### src/rtl/box_draw_ctrl.sv
`default_nettype none
// ============================================================================
// Module   : box_draw_ctrl
// Purpose  : Sequences the x/y box-drawing datapath and walks a square of
//            2^SIZE_LOG2 pixels per side in raster order.
// Options  : BOX_DRAW_ABORT_EN adds an abort input that stops a draw early.
// Revision : 1.0 - initial release
// ============================================================================
module box_draw_ctrl #(
  parameter int SIZE_LOG2 = 2
) (
  input  logic       clk,
  input  logic       resetn,
  input  logic       ld_x,
  input  logic       go,
`ifdef BOX_DRAW_ABORT_EN
  input  logic       abort,
`endif
  output logic       ld_rxin,
  output logic       ld_ryin,
  output logic       ld_rxout,
  output logic       ld_ryout,
  output logic       selxy,
  output logic [2:0] inc,
  output logic       plot,
  output logic       busy,
  output logic       done
);

  localparam int CNT_W = 2 * SIZE_LOG2;

  typedef enum logic [3:0] {
    S_IDLE = 4'd0,
    S_LDX  = 4'd1,
    S_XREL = 4'd2,
    S_LDY  = 4'd3,
    S_CX   = 4'd4,
    S_CY   = 4'd5,
    S_PLOT = 4'd6,
    S_DONE = 4'd7,
    S_GREL = 4'd8
  } state_t;

  state_t           state_q, state_d;
  logic [CNT_W-1:0] cnt_q, cnt_d;
  logic             w_abort;

`ifdef BOX_DRAW_ABORT_EN
  assign w_abort = abort;
`else
  assign w_abort = 1'b0;
`endif

  always_ff @(posedge clk) begin
    if (!resetn) begin
      state_q <= S_IDLE;
      cnt_q   <= '0;
    end else begin
      state_q <= state_d;
      cnt_q   <= cnt_d;
    end
  end

  always_comb begin
    state_d  = state_q;
    cnt_d    = cnt_q;
    ld_rxin  = 1'b0;
    ld_ryin  = 1'b0;
    ld_rxout = 1'b0;
    ld_ryout = 1'b0;
    selxy    = 1'b0;
    inc      = '0;
    plot     = 1'b0;
    done     = 1'b0;
    busy     = (state_q != S_IDLE);

    case (state_q)
      S_IDLE: begin
        if (ld_x)    state_d = S_LDX;
        else if (go) state_d = S_LDY;
      end
      S_LDX: begin
        ld_rxin = 1'b1;
        state_d = S_XREL;
      end
      S_XREL: begin
        if (!ld_x) state_d = S_IDLE;
      end
      S_LDY: begin
        ld_ryin = 1'b1;
        cnt_d   = '0;
        state_d = S_CX;
      end
      S_CX: begin
        selxy                = 1'b0;
        inc[SIZE_LOG2-1:0]   = cnt_q[SIZE_LOG2-1:0];
        ld_rxout             = 1'b1;
        state_d              = S_CY;
      end
      S_CY: begin
        selxy                = 1'b1;
        inc[SIZE_LOG2-1:0]   = cnt_q[CNT_W-1:SIZE_LOG2];
        ld_ryout             = 1'b1;
        state_d              = S_PLOT;
      end
      S_PLOT: begin
        plot = 1'b1;
        if (cnt_q == {CNT_W{1'b1}}) begin
          state_d = S_DONE;
        end else begin
          cnt_d   = cnt_q + CNT_W'(1);
          state_d = S_CX;
        end
      end
      S_DONE: begin
        done    = 1'b1;
        state_d = S_GREL;
      end
      S_GREL: begin
        if (!go) state_d = S_IDLE;
      end
      default: begin
        state_d = S_IDLE;
        cnt_d   = '0;
      end
    endcase

    // Abort overrides the drawing states only; the partial box stays on screen.
    if (w_abort && (state_q == S_LDY || state_q == S_CX ||
                    state_q == S_CY  || state_q == S_PLOT)) begin
      state_d = S_GREL;
      cnt_d   = '0;
    end
  end

endmodule
`default_nettype wire

### config.mk
export PLATFORM = sky130hd
export DESIGN_NAME = box_draw_ctrl
export DESIGN_NICKNAME = d
export VERILOG_FILES = /design/src/rtl/box_draw_ctrl.sv
export SDC_FILE = /design/constraint.sdc
export NUM_CORES = 1
export LEC_CHECK = 0
export BUFFER_PORTS_ARGS = -buffer_cell sky130_fd_sc_hd__buf_2
export CORE_AREA = 2 2 39 41
export CTS_CLUSTER_DIAMETER = 200
export DETAILED_ROUTE_END_ITERATION = 7
export DIE_AREA = 0 0 41 43
export GPL_ROUTABILITY_DRIVEN = 0
export PLACE_DENSITY = 0.7
export SYNTH_ARGS = -nofsm -noshare
export SYNTH_HDL_FRONTEND = slang
export SYNTH_SLANG_ARGS = --single-unit
### constraint.sdc
create_clock -name clk -period 3.4 [get_ports clk]
set_input_delay 0.17 -clock clk [delete_from_list [all_inputs] [get_ports clk]]
set_output_delay 0.17 -clock clk [all_outputs]
set_load 0.05 [all_outputs]
# After elaboration in Yosys (flattened, before gate mapping)
# Index checks and enable logic that the tools add are counted.
[totals]
out_inout_bits = 11
register_bits = 8
word_cells = 37
input_bits = 4
[op_classes]
reduce_logical = 5
n_addsub = 1
muxes = 15
n_eq_ne = 13
bitwise = 1
[op_table]
columns = ["operator", "n"]
rows = [
  ["4-bit case mux with 9 select lines", 1],
  ["4-bit 2-to-1 mux", 5],
  ["4-bit by 3-bit == test with 1-bit output, second input constant", 4],
  ["4-bit by 2-bit == test with 1-bit output, second input constant", 2],
  ["4-bit == test, second input constant", 2],
  ["4-bit case mux with 2 select lines", 1],
  ["7-bit OR reduction", 1],
  ["1-bit 2-to-1 mux", 6],
  ["2-bit != test, second input constant", 3],
  ["4-bit by 1-bit adder with 4-bit output, second input constant", 1],
  ["4-bit by 1-bit == test with 1-bit output, second input constant", 1],
  ["4-bit logical NOT", 1],
  ["2-bit case mux with 2 select lines", 1],
  ["4-bit nonzero test", 1],
  ["3-bit != test, second input constant", 1],
  ["3-bit AND reduction", 1],
  ["2-bit 2-to-1 mux", 1],
  ["2-bit AND reduction", 1],
  ["1-bit NOT", 1],
]

# Longest topological paths before layout
# Gate-level depths: netlist of the first run.
[depth]
depth_word = 4
mapped_depth = 4
mapped_depth_nobuf = 4

# Worst setup path before layout of the first run
# OpenSTA, ideal clock, no wires.
[synth_path]
path_type = "register -> output"
startpoint = "register state_q[1]"
endpoint = "output inc[0]"
t_arrival_ns = 1.739
path_stages_with_launch = 4
t_required_ns = 3.230
n_path_buf = 1
slack_ns = 1.491
path_cell_list = "dfxtp_1 > buf_2 > nand2b_1 > nor3_1"
[synth_via]
elab_chain_len = 2
elab_cells_between_ends = 3
cone_classes = "eq/ne: 2; mux: 1"
[synth_rtl]
columns = ["element", "line", "rtl"]
rows = [
  ["start, declared", "44", "state_t state_q, state_d;"],
  ["start signal, assigned", "59", "state_q <= state_d;"],
  ["4-bit by 3-bit == test with 1-bit output", "77", "case (state_q)"],
  ["2-bit case mux with 2 select lines *", "77", ""],
  ["end, declared", "24", "output logic [2:0] inc,"],
]
# Mark *: on every way between the ends. The rest lies on a longest branch, timed or not.

# Final worst setup path of the first run
[layout_path]
startpoint = "register state_q[2]"
endpoint = "output plot"
[layout_via]
elab_chain_len = 2
[layout_rtl]
columns = ["element", "line", "rtl"]
rows = [
  ["4-bit by 3-bit == test with 1-bit output", "77", ""],
  ["1-bit 2-to-1 mux", "77", ""],
  ["end, declared", "25", "output logic plot,"],
]
# Every way passes these cells.

==> results of run 1 <==
[critical path, delay by kind of cell, from the launching register on]
family / cells / cell delay, ns
buf+inv: 1 / 0.33
simple gates: 1 / 0.44
flops: 1 / 0.55
[registers in the layout, summed over array words and instances (netlist names)]
name	cells
state_q	4
cnt_q	4
[worst min-delay path by stage]
stage,startpoint,end,slack [ns]
finish,ld_x,state_q[1],0.20
global route,ld_x,state_q[1],0.21
CTS,ld_x,state_q[1],0.20
detailed placement,ld_x,state_q[1],0.46
global placement,ld_x,state_q[1],0.46
floorplan,resetn,state_q[3],0.29
[kinds of logic (layout without fill, tap and decap cells)]
family	Yosys count	in the layout	synth area share, %
flip-flops	8	8	28.32
AND/OR/NAND/NOR	31	31	29.87
adder cells (fa/ha/maj)	1	1	2.212
buffers and inverters	9	18	9.290
XOR/XNOR	1	1	1.549
other	1	1	0.6631
multiplexers	2	2	3.540
AO/OA/AOI/OAI	19	19	24.56
[power by group through the flow]
stage          Sequential, mW  Combinational, mW  Clock [mW]
2_1_floorplan           0.110              0.120           0
3_3_place_gp            0.129              0.119           0
3_5_place_dp            0.130              0.120           0
4_1_cts                 0.128              0.121      0.0752
5_1_grt                 0.132              0.128      0.0802
6_report                0.129              0.120      0.0729
[cells in the final DEF (no fill, tap or decap), types with 3 or more instances in the layout]
cell,instances
buf_2,13
clkbuf_4,3
nand3_1,3
nand2_1,6
nor2_1,5
dfxtp_1,8
nor3_1,4
nand2b_1,4
[metrics by stage]
step                      instance area [um^2]  setup WS [ns]  hold WS [ns]  total power [mW]
after floorplan                          565.5          1.491        0.2878            0.2304
after global placement                   605.6          1.966        0.4602            0.2477
after detailed placement                 605.6          1.932        0.4582            0.2505
after CTS                                628.1          1.669        0.1975            0.3240
after global routing                     628.1          1.563        0.2134            0.3401
final                                    628.1          1.663        0.2017            0.3222
[layout make-up]
type	instances	share of cell area (%)
Clock buffer	3	3.586
Inverter	2	1.195
Multi-Input combinational cell	55	56.18
Sequential cell	8	25.50
Tap cell	16	3.187
Timing Repair Buffer	13	10.36
[metal layers]
metal  global-route usage (%)  share of wire [%]  up-vias
met4                    8.000                1.4        0
li1                         -                  -      281
met5                        0                  0        -
met1                    24.52                 47      254
met2                    21.25                 45       19
met3                    4.712                6.2        2
==> run_results.csv, run 1 <==
group,metric,value,unit
synthesis,syn-cell-area,565.5,um^2
worst_setup_path,ff2ff_path_depth,3,
global_routing,overflow,0,
synthesis,synth_commonest_cells,"dfxtp_1 (8), nand2_1 (6), nor2_1 (5), nand2b_1 (4), nor3_1 (4)",
worst_setup_path,end_kind,"output port",
cts,path_clk_slew,0.05,ns
sta,drv_slew,0,
synthesis,syn_nets,77,
global_routing,grt_pass1_vias,442,
synthesis,yosys_warnings,0,
floorplan,die_h,43,um
sta,rsz0062_at_grt,"no",
detailed_routing,ant_nets,0,
cells_and_area,area.growth.synth_to_final,11.06,%
worst_hold_path,hold-path-cell-count,3,
floorplan,io_pins,15,
worst_setup_path,crit_required,3.23,ns
global_routing,grt_first_pass_wirelength,2.001,mm
cts,cts_buffers,3,
synthesis,synth_most_common_cell,"dfxtp_1",
power_and_ir_drop,pwr-share-clk,22.6,%
sta,fin_setup_tns,0,ns
worst_setup_path,reg2reg_slack,1.94,ns
detailed_routing,wl_per_cell,12.94,um
power_and_ir_drop,p_per_area,513.0,nW/um^2
synthesis,yosys.area.top_type,"dfxtp_1",
sta,fin_skew,0.01020,ns
sta,setup_viol,0,
power_and_ir_drop,peakVddDrop,263.9,uV
synthesis,syn_avg_cell_area,7.855,um^2
synthesis,ys_seq_elements,8,
floorplan,start_util,40.87,%
worst_setup_path,critical_path.cell_chain,"and4bb_1, buf_2",
sta,min_period,1.737,ns
worst_hold_path,worstHoldPathType,"input pin to flop",
placement,dp_cells,94,
cells_and_area,finalNetCount,88,
cts,ctsResizeCount,0,
cts,clock-sinks,8,
placement,io_buffer_count,13,
detailed_routing,dr.pass1.iters,4,
run,drv_cap,0,
power_and_ir_drop,cellLeakagePower,0.2596,nW
sta,period_share,51.10,%
detailed_routing,drt-total-wl,1.255,mm
cts,postCtsHoldBufs,0,
synthesis,yosysUniqueCellTypes,37,
power_and_ir_drop,switching_share,42.85,%
synthesis,yosysSeqAreaShare,28.32,%
synthesis,async_flop_share,0,%
floorplan,row_count,14,
outcome,outcome,"finished, final reports clean",
worst_setup_path,critPathKind,"flop to output port",
cts,cts_root_buf,"clkbuf_4",
global_routing,antenna_found_initial,0,
worst_setup_path,worstPathArrival,1.57,ns
cells_and_area,postLayoutCoreUtil,45.39,%
cells_and_area,seq_area,160.2,um^2
cts,clk_latency,0.26,ns
detailed_routing,drt_iter0_drc,21,
synthesis,synthTopCellsByArea,"dfxtp_1 (28%), nand2b_1 (4.4%), nand2_1 (4.0%)",
worst_setup_path,cp_max_fo,13,
detailed_routing,drc,0,
worst_setup_path,cp-startpoint,"state_q[2]",
synthesis,synth_edf_count,0,
cts,cts_tree,"yes",
detailed_routing,vias_per_cell,5.732,
power_and_ir_drop,seqPwrFrac,40.0,%
cells_and_area,drive_above_1_share,22.22,%
sta,max_freq,575.6,MHz
worst_setup_path,crit_path_max_incr_delay,0.55,ns
sta,final-hold-violation-count,0,
worst_setup_path,r2r-start,"state_q[0]",
floorplan,die-area,1763,um^2
power_and_ir_drop,switching_power,0.1381,mW
cts,post_cts_buffers,0,
cells_and_area,layout.cells.non_filler,97,
synthesis,synth_cells,72,
cells_and_area,fill_cells,146,
synthesis,post-synth-top-area-fraction,28.32,%
global_routing,grt_use_total,16.58,%
detailed_routing,num_vias,556,
worst_setup_path,start_kind,"flop",
placement,dp_hpwl,911.2,um
cts,clock_path_buffers,2,
worst_setup_path,rr_endpoint,"cnt_q[2]",
power_and_ir_drop,p_int,0.1841,mW
floorplan,fp.dieW,41,um
worst_setup_path,cp_slowest_cell,"dfxtp_1",
cells_and_area,multi_input_area,352.8,um^2
worst_setup_path,cp-endpoint,"plot",
power_and_ir_drop,pwr-share-comb,37.3,%
cells_and_area,diodes,0,
synthesis,synth_flop_cell,"dfxtp_1",
cts,htree_levels,1,
global_routing,grt_max_degree,15,
floorplan,fp.coreArea,1384,um^2
Power figures use the tool's default switching activity.
==> inputs of run 2 (changes only) <==
--- a/config.mk
+++ b/config.mk
@@ -11,7 +11,7 @@
 export DETAILED_ROUTE_END_ITERATION = 7
 export DIE_AREA = 0 0 41 43
 export GPL_ROUTABILITY_DRIVEN = 0
-export PLACE_DENSITY = 0.7
+export PLACE_DENSITY = 0.72
 export SYNTH_ARGS = -nofsm -noshare
 export SYNTH_HDL_FRONTEND = slang
 export SYNTH_SLANG_ARGS = --single-unit
==> constraint.sdc (replaced) <==
create_clock -name clk -period 1.5 [get_ports clk]
set_input_delay 0.075 -clock clk [delete_from_list [all_inputs] [get_ports clk]]
set_output_delay 0.075 -clock clk [all_outputs]
set_load 0.05 [all_outputs]
==> run_results.csv, run 2 (same netlist as run 1, synthesis figures left out) <==
group,metric,value,unit
detailed_routing,num_vias,602,
detailed_routing,drt-total-wl,1.331,mm
floorplan,fp.dieW,41,um
power_and_ir_drop,peakVddDrop,535.4,uV
cells_and_area,layout.cells.non_filler,104,
power_and_ir_drop,p_per_area,1145,nW/um^2
floorplan,die-area,1763,um^2
floorplan,die_h,43,um
global_routing,grt_first_pass_wirelength,1.973,mm
floorplan,row_count,14,
cells_and_area,stdcell_area,709.4,um^2
cts,clock-sinks,8,
floorplan,io_pins,15,
worst_setup_path,worstPathArrival,1.39,ns
detailed_routing,dr.pass1.iters,4,
power_and_ir_drop,cellLeakagePower,0.2969,nW
global_routing,grt_pass1_vias,458,
cells_and_area,area.growth.synth_to_final,25.44,%
global_routing,grt_use_total,16.20,%
run,drv_cap,0,
sta,fin_setup_tns,0,ns
cts,clk_latency,0.25,ns
worst_setup_path,crit_required,1.42,ns
global_routing,grt_max_degree,14,
sta,final-hold-violation-count,0,
placement,post_dp_cell_area,645.6,um^2
detailed_routing,vias_per_cell,5.788,
cts,cts_root_buf,"clkbuf_4",
detailed_routing,drt_iter0_drc,27,
global_routing,overflow,0,
cts,cts_buffers,3,
cts,cts_tree,"yes",
worst_setup_path,start_kind,"flop",
cells_and_area,final_cell_mix,"buf_4 (10), buf_2 (9), nand2_1 (6)",
sta,drv_slew,0,
floorplan,fp.coreArea,1384,um^2
placement,dp_cells,99,
sta,period_share,97.92,%
sta,fin_skew,0.001552,ns
worst_setup_path,end_kind,"output port",
floorplan,start_util,40.87,%
cells_and_area,reg_top3,"cnt_q: 4 flops, state_q: 4 flops",
worst_setup_path,critPathKind,"flop to output port",
global_routing,antenna_found_initial,0,
detailed_routing,drc,0,
cts,htree_levels,1,
cells_and_area,diodes,0,
power_and_ir_drop,total_power,0.8120,mW
sta,setup_viol,0,
worst_hold_path,worstHoldPathType,"input pin to flop",
cells_and_area,drive_above_1_share,35.23,%
cts,path_clk_slew,0.05,ns
detailed_routing,ant_nets,0,
cts,clock_path_buffers,2,
sta,min_period,1.469,ns
sta,max_freq,680.8,MHz
cells_and_area,layout_commonest_cell,"buf_4",
placement,io_buffer_count,13,
placement,dp_hpwl,954.6,um
cells_and_area,postLayoutCoreUtil,51.27,%
cells_and_area,finalNetCount,95,
worst_setup_path,cp_max_fo,6,
outcome,outcome,"finished, final reports clean",
detailed_routing,wl_per_cell,12.80,um
==> run 2: cell types whose count changed in the layout (fill, tap and decap cells not counted), moves of 2 or more <==
cell     previous run  this run
buf_4               0        10
buf_2              13         9
dfxtp_1             8         5
dfxtp_2             0         2
==> run 2: power by group <==
| group | total (mW) | switching (mW) | internal, mW |
|---|---|---|---|
| Clock | 0.163 | 0.0714 | 0.0914 |
| Sequential | 0.268 | 0.0306 | 0.237 |
| Combinational | 0.382 | 0.229 | 0.153 |
==> run 2: worst max-delay path, cell delays in order, from the launching register on <==
cell and delay (ns):
dfxtp_4 0.35, buf_4 0.15, or4_1 0.48, buf_6 0.17
==> run 2: path summary, 6_finish.rpt <==
| kind | start | to | slack (ns) | cells past startpoint |
|---|---|---|---|---|
| setup reg to reg | state_q[1] | cnt_q[0] | 0.18 | 4 |
| hold reg to reg | cnt_q[2] | cnt_q[2] | 0.57 | 2 |
| setup / recovery | state_q[1] | busy | 0.03 | 3 |
| hold / removal | resetn | state_q[3] | 0.11 | 2 |
==> run 2: area by class of cell <==
type | instances | area, um^2
fillers | 137 | 674.4
repair buffers | 20 | 131.4
clock buffers | 3 | 22.52
well taps | 16 | 20.02
inverters | 2 | 7.507
multi-input cells | 55 | 361.6
flip-flops and latches | 8 | 166.4
==> run 2: metrics by stage <==
step | setup slack [ns] | hold WS [ns]
floorplan | -0.3142 | 0.1928
global placement | 0.1855 | 0.3646
detailed placement | 0.1540 | 0.3678
CTS | -0.001928 | 0.1041
global route | -0.003925 | 0.1167
finish | 0.03118 | 0.1095
==> run 2: layer usage <==
| metal | up-vias | GRT usage, % | wire length (um) |
|---|---|---|---|
| met5 | - | 0 | 0 |
| met4 | 0 | 6.000 | 5 |
| met3 | 2 | 4.712 | 71 |
| met2 | 21 | 22.81 | 602 |
| met1 | 281 | 22.65 | 651 |
| li1 | 298 | - | - |
==> run 2: what timing repair did <==
action,in CTS,in global routing
gates resized for setup,6,7
setup buffers,0,2
pin swaps,0,0
endpoints found under the setup margin,7,9
hold buffers,0,0
